<file path="src/rtl/riscv_multi_hs.sv">
// riscv_multi_hs: multicycle RV32 integer core with valid/ready instruction
// and data memory ports, so the memories may take any number of cycles.
// Optional feature macro: RV_MUL_EN adds mul (low 32 bits of the product).
module riscv_multi_hs #(
   parameter logic [31:0] RESET_PC = 32'h0,
   parameter int          IADDR_W  = 10,
   parameter int          DADDR_W  = 14,
   parameter logic [31:0] EOF_WORD = 32'hFFFF_FFFF
) (
   input  logic               CLOCK_50,
   input  logic               rst,
   output logic               imem_req,
   output logic [IADDR_W-1:0] imem_addr,
   input  logic               imem_rvalid,
   input  logic [31:0]        imem_rdata,
   output logic               dmem_req,
   output logic               dmem_we,
   output logic [DADDR_W-1:0] dmem_addr,
   output logic [31:0]        dmem_wdata,
   input  logic               dmem_ack,
   input  logic [31:0]        dmem_rdata,
   output logic               done,
   output logic               illegal,
   output logic [31:0]        clock_count,
   output logic [31:0]        instr_cnt
);

   typedef enum logic [2:0] {FETCH, FWAIT, DECODE, EXEC, MEM, WB, HALT} state_t;
   typedef enum logic [2:0] {K_ALU, K_LOAD, K_STORE, K_BRANCH, K_JAL, K_JALR, K_BAD} kind_t;

   state_t      state;
   kind_t       kind;
   logic [31:0] regs [0:31];
   logic [31:0] pc, ir, a, b, imm, alu_out, mdr;
   logic        wb_mem;
   logic [31:0] imm_dec, alu_res, old_pc;
   logic        taken;

   logic [6:0] opcode, f7;
   logic [4:0] rd, rs1, rs2;
   logic [2:0] f3;

   assign opcode = ir[6:0];
   assign rd     = ir[11:7];
   assign f3     = ir[14:12];
   assign rs1    = ir[19:15];
   assign rs2    = ir[24:20];
   assign f7     = ir[31:25];
   assign old_pc = pc - 32'd4;   // PC already advanced past this instruction

   assign imem_addr = IADDR_W'(pc >> 2);

   // Immediate extraction for I/S/B/U/J formats, sign-extended
   always_comb begin
      imm_dec = '0;
      case (opcode)
         7'b0010011, 7'b0000011, 7'b1100111: imm_dec = {{20{ir[31]}}, ir[31:20]};
         7'b0100011: imm_dec = {{20{ir[31]}}, ir[31:25], ir[11:7]};
         7'b1100011: imm_dec = {{19{ir[31]}}, ir[31], ir[7], ir[30:25], ir[11:8], 1'b0};
         7'b0110111, 7'b0010111: imm_dec = {ir[31:12], 12'b0};
         7'b1101111: imm_dec = {{11{ir[31]}}, ir[31], ir[19:12], ir[20], ir[30:21], 1'b0};
         default: imm_dec = '0;
      endcase
   end

   // Instruction classification and ALU; anything not listed falls to K_BAD
   always_comb begin
      kind    = K_BAD;
      alu_res = '0;
      taken   = 1'b0;
      case (opcode)
         7'b0110011: begin
            kind = K_ALU;
            case ({f7, f3})
               {7'h00, 3'b000}: alu_res = a + b;
               {7'h20, 3'b000}: alu_res = a - b;
               {7'h00, 3'b001}: alu_res = a << b[4:0];
               {7'h00, 3'b010}: alu_res = {31'b0, $signed(a) < $signed(b)};
               {7'h00, 3'b100}: alu_res = a ^ b;
               {7'h00, 3'b101}: alu_res = a >> b[4:0];
               {7'h20, 3'b101}: alu_res = $signed(a) >>> b[4:0];
               {7'h00, 3'b110}: alu_res = a | b;
               {7'h00, 3'b111}: alu_res = a & b;
`ifdef RV_MUL_EN
               {7'h01, 3'b000}: alu_res = a * b;
`endif
               default: kind = K_BAD;
            endcase
         end
         7'b0010011: begin
            kind = K_ALU;
            case (f3)
               3'b000: alu_res = a + imm;
               3'b010: alu_res = {31'b0, $signed(a) < $signed(imm)};
               3'b110: alu_res = a | imm;
               3'b111: alu_res = a & imm;
               default: kind = K_BAD;
            endcase
         end
         7'b0000011: if (f3 == 3'b010) kind = K_LOAD;
         7'b0100011: if (f3 == 3'b010) kind = K_STORE;
         7'b1100011: begin
            kind = K_BRANCH;
            case (f3)
               3'b000: taken = (a == b);
               3'b001: taken = (a != b);
               3'b100: taken = ($signed(a) <  $signed(b));
               3'b101: taken = ($signed(a) >= $signed(b));
               default: kind = K_BAD;
            endcase
         end
         7'b1101111: kind = K_JAL;
         7'b1100111: if (f3 == 3'b000) kind = K_JALR;
         7'b0110111: begin kind = K_ALU; alu_res = imm; end
         7'b0010111: begin kind = K_ALU; alu_res = old_pc + imm; end
         default: kind = K_BAD;
      endcase
   end

   // Core sequencer: fetch/decode/execute/memory/writeback with handshakes
   always_ff @(posedge CLOCK_50) begin
      if (rst) begin
         state       <= FETCH;
         pc          <= RESET_PC;
         clock_count <= '0;
         instr_cnt   <= '0;
         done        <= 1'b0;
         illegal     <= 1'b0;
         imem_req    <= 1'b0;
         dmem_req    <= 1'b0;
         dmem_we     <= 1'b0;
         for (int i = 0; i < 32; i++) regs[i] <= '0;
      end else begin
         if (state != HALT) clock_count <= clock_count + 32'd1;
         case (state)
            FETCH: begin
               imem_req <= 1'b1;
               state    <= FWAIT;
            end
            FWAIT: if (imem_rvalid) begin
               ir       <= imem_rdata;
               pc       <= pc + 32'd4;
               imem_req <= 1'b0;
               state    <= DECODE;
            end
            DECODE: begin
               if (ir == EOF_WORD) begin
                  done  <= 1'b1;
                  state <= HALT;
               end else begin
                  a     <= regs[rs1];
                  b     <= regs[rs2];
                  imm   <= imm_dec;
                  state <= EXEC;
               end
            end
            EXEC: begin
               case (kind)
                  K_ALU: begin
                     alu_out <= alu_res;
                     wb_mem  <= 1'b0;
                     state   <= WB;
                  end
                  K_LOAD, K_STORE: begin
                     dmem_req   <= 1'b1;
                     dmem_we    <= (kind == K_STORE);
                     dmem_addr  <= DADDR_W'((a + imm) >> 2);
                     dmem_wdata <= b;
                     state      <= MEM;
                  end
                  K_BRANCH: begin
                     if (taken) pc <= old_pc + imm;
                     instr_cnt <= instr_cnt + 32'd1;
                     state     <= FETCH;
                  end
                  K_JAL: begin
                     if (rd != 5'd0) regs[rd] <= pc;
                     pc        <= old_pc + imm;
                     instr_cnt <= instr_cnt + 32'd1;
                     state     <= FETCH;
                  end
                  K_JALR: begin
                     if (rd != 5'd0) regs[rd] <= pc;
                     pc        <= (a + imm) & ~32'd1;
                     instr_cnt <= instr_cnt + 32'd1;
                     state     <= FETCH;
                  end
                  default: begin
                     done    <= 1'b1;
                     illegal <= 1'b1;
                     state   <= HALT;
                  end
               endcase
            end
            MEM: if (dmem_ack) begin
               dmem_req <= 1'b0;
               dmem_we  <= 1'b0;
               if (dmem_we) begin
                  instr_cnt <= instr_cnt + 32'd1;
                  state     <= FETCH;
               end else begin
                  mdr    <= dmem_rdata;
                  wb_mem <= 1'b1;
                  state  <= WB;
               end
            end
            WB: begin
               if (rd != 5'd0) regs[rd] <= wb_mem ? mdr : alu_out;
               instr_cnt <= instr_cnt + 32'd1;
               state     <= FETCH;
            end
            default: ;   // HALT is terminal until reset
         endcase
      end
   end

endmodule

</file>
<file path="config.mk">
export PLATFORM = sky130hd
export DESIGN_NAME = riscv_multi_hs
export DESIGN_NICKNAME = d
export VERILOG_FILES = /design/src/rtl/riscv_multi_hs.sv
export SDC_FILE = /design/constraint.sdc
export NUM_CORES = 2
export LEC_CHECK = 0
export ABC_CLOCK_PERIOD_IN_PS = 14300
export BUFFER_PORTS_ARGS = -buffer_cell sky130_fd_sc_hd__buf_2
export CAP_MARGIN = 20
export CORE_MARGIN = 2
export CORE_UTILIZATION = 30
export DETAILED_ROUTE_END_ITERATION = 12
export SLEW_MARGIN = 20
export SYNTH_ARGS = -nofsm -noshare
export SYNTH_HDL_FRONTEND = slang
export SYNTH_SLANG_ARGS = --single-unit
</file>
<file path="constraint.sdc">
create_clock -name CLOCK_50 -period 14.3 [get_ports CLOCK_50]
set_input_delay 0.715 -clock CLOCK_50 [delete_from_list [all_inputs] [get_ports CLOCK_50]]
set_output_delay 0.715 -clock CLOCK_50 [all_outputs]
set_load 0.02 [all_outputs]
</file>
==> reports/metrics.cfg <==
[status]
outcome=complete, no violations

[grt]
antenna_found_initial=33
grt_overflow=0
grt_pass1_vias=56200
grt_util_all_layers=0.225
grt_pass1_wl_mm=435
grt_max_degree=134

[setup_path]
r2r_cells=10
critPathTopFamily=simple AND/OR/NAND/NOR gates
crit_fanout=33
cp.required_ns=14.74
path_class=reg2reg
endpoint_kind=flop
max_stage_delay_ns=0.92
regToRegStartpoint=ir[25]
arrival_ns=6.31
cp-start-kind=flop
cp_cell_sequence=nor4_1, and2_1, nand3_1, a21oi_1, or3_1, nand3_1, o31a_1, nor3b_2, nand2_2, nand2_2
startpoint=ir[25]
slowest_stage=nand2_2
path_buf_inv=0
path_depth=10

[die]
rows=189
die_width_microns=521
ios=193
core-area_sq_um=265000
dieArea_sq_um=271000
floorplan.initialDensity=0.302
fp.dieH_microns=521

[timing]
slew_violations=0
clock_skew_ns=0.0442
setup-tns-final_ns=0
worst_pin_slew_ns=1.21
period_minus_slack_ns=5.87
slew_headroom=0.183
fmax_ghz=0.170
finalSetupViolations=0
rsz0062_at_grt=no
post-route-period-util=0.411
hold_viol_final=0

[logic_synthesis]
synth_top_cell_area_share=0.473
syn_inst=6543
synth.most_common_cell=nor2_1
synth-edff-count=1263
ys_warn_count=0
synthArstFlopShare=0
synth_flop_cell=edfxtp_1
syn_area_per_cell_sq_um=12.2
yosysSeqAreaShare=0.499
synth-seq-cells=1367
synthTopCellsByArea=edfxtp_1 47%, mux4_2 20%, nor2_1 6.2%, ha_1 4.0%, dfxtp_1 2.6%
synth_area_leader_cell=edfxtp_1
yosys-top-cells-count=1,334 x nor2_1, 1,263 x edfxtp_1, 696 x mux4_2, 461 x clkbuf_1, 366 x nand2_1
synth.distinct_cells=92
syn-cell-area_sq_um=80100

[placed_design]
hpwl_mm=222
numPortBuffers=192
place_congestion=0.966

[power]
swShare=0.246
p_sw_w=0.00231
clkPwrFrac=0.437
vdd_drop_max_v=0.000134
combPwrFrac=0.077
p_int_w=0.00705
finalPower_w=0.00936
p_leak_nw=30.9
p_seq_frac=0.486
power_density_nw_per_um2=104

[clocking]
cts_setup_buffers=0
clock_path_buffers=3
clk_latency_ns=0.86
htree_num_levels=4
cts_resized=0
cts_buffers=156
clock-sinks=1367
cts-root-buf=clkbuf_16
cts_tree=yes
clkSlewWorstSetupHoldPaths_ns=0.06
holdBufCountCts=0

[drt]
routedWlPerCell_microns=30.8
finalWirelength_mm=314
vias=59200
drcViolationCount=0
ant_nets=0
drt_iter0_markers=8559
vias_per_cell=5.81
drtPass1Iterations=6

[cells_and_area]
area_growth_pct=12.4
drive_gt1_frac=0.221
layout.nets=6842
n_fill_cell=26000

[hold_path]
min_from=imem_rdata[11]
min_path_type=in2reg
min_path_cells=1

[job]
maxCapViolations=0

metal layers:
layer | vias to the layer above | part of all wire | track usage
li1 | 24600 | - | -
met5 | - | 0.00011 | 0
met3 | 628 | 0.12 | 0.0595
met1 | 30100 | 0.38 | 0.294
met2 | 3890 | 0.44 | 0.333
met4 | 6 | 0.069 | 0.136
state kept, by name (all words and copies together) (netlist names):
name,cells
imem_req,1
wb_mem,1
dmem_we,1
instr_cnt,32
done,1
mdr,32
illegal,1
dmem_req,1
b,32
pc,32
state,3
clock_count,32
alu_out,32
imm,32
regs,1024
dmem_wdata,32
a,32
dmem_addr,14
ir,32
cell families (layout without fill, tap and decap cells):
group           count (synthesis)  count (layout)  synth area share
other cells                     1              45         0.0000468
buf+inv                       820             886            0.0392
compound gates                989             989            0.0786
fa+ha+maj                     263             263            0.0414
flops                        1367            1367             0.499
xor+xnor                      121             121            0.0132
simple gates                 2134            2134             0.112
mux                           848             848             0.216
power groups by stage:
stage / sequential (W) / clock, W / combinational (W)
finish: 0.00455 / 0.00409 / 0.000724
global route: 0.00456 / 0.00428 / 0.000745
CTS: 0.00454 / 0.00414 / 0.000711
detailed placement: 0.00463 / 0 / 0.000708
global placement: 0.00462 / 0 / 0.000701
floorplan: 0.00459 / 0 / 0.000439
worst reg2reg max path: cells and delay by family (launching register included):
family	cells	cell delay (ns)
simple gates	8	4.32
compound gates	2	0.71
flops	1	0.44
cells in the final DEF (no fill, tap or decap), types with 148 or more instances in the layout:
cell,count
buf_2,191
inv_1,253
a21oi_1,238
nand2_1,319
clkbuf_16,159
o21ai_0,260
nor2_1,1332
ha_1,259
buf_4,148
edfxtp_1,1263
mux4_2,696
through the flow:
| stage | instances | utilization | setup WS, ns | cell area, sq um | hold WS, ns |
|---|---|---|---|---|---|
| after floorplan | 6574 | - | 9.49 | 80200 | 0.454 |
| after global placement | 9886 | 0.320 | 8.48 | 84900 | 0.453 |
| after detailed placement | 9886 | 0.320 | 8.56 | 84900 | 0.462 |
| after CTS | 10200 | 0.339 | 8.54 | 90000 | 0.00299 |
| after global routing | 10200 | 0.339 | 8.17 | 90100 | 0.0290 |
| final | 10200 | 0.339 | 8.43 | 90100 | 0.0609 |
final timing paths:
kind / to / slack (ns)
max reg2reg: regs[22][10] / 8.43
min reg2reg: illegal / 0.48
max: regs[22][10] / 8.43
min: ir[11] / 0.06
cell type report:
type                    count  area (sq um)  share of cell area
diodes                     13          32.5            0.000361
clock buffers             176          4040              0.0449
clock inverters           111          1050              0.0116
inverters                 256           961              0.0107
multi-input cells        4387         37400               0.415
flip-flops and latches   1367         40000               0.444
well taps                3533          4420              0.0491
repair buffers            343          2140              0.0237
(Power assumes the default switching activity.)
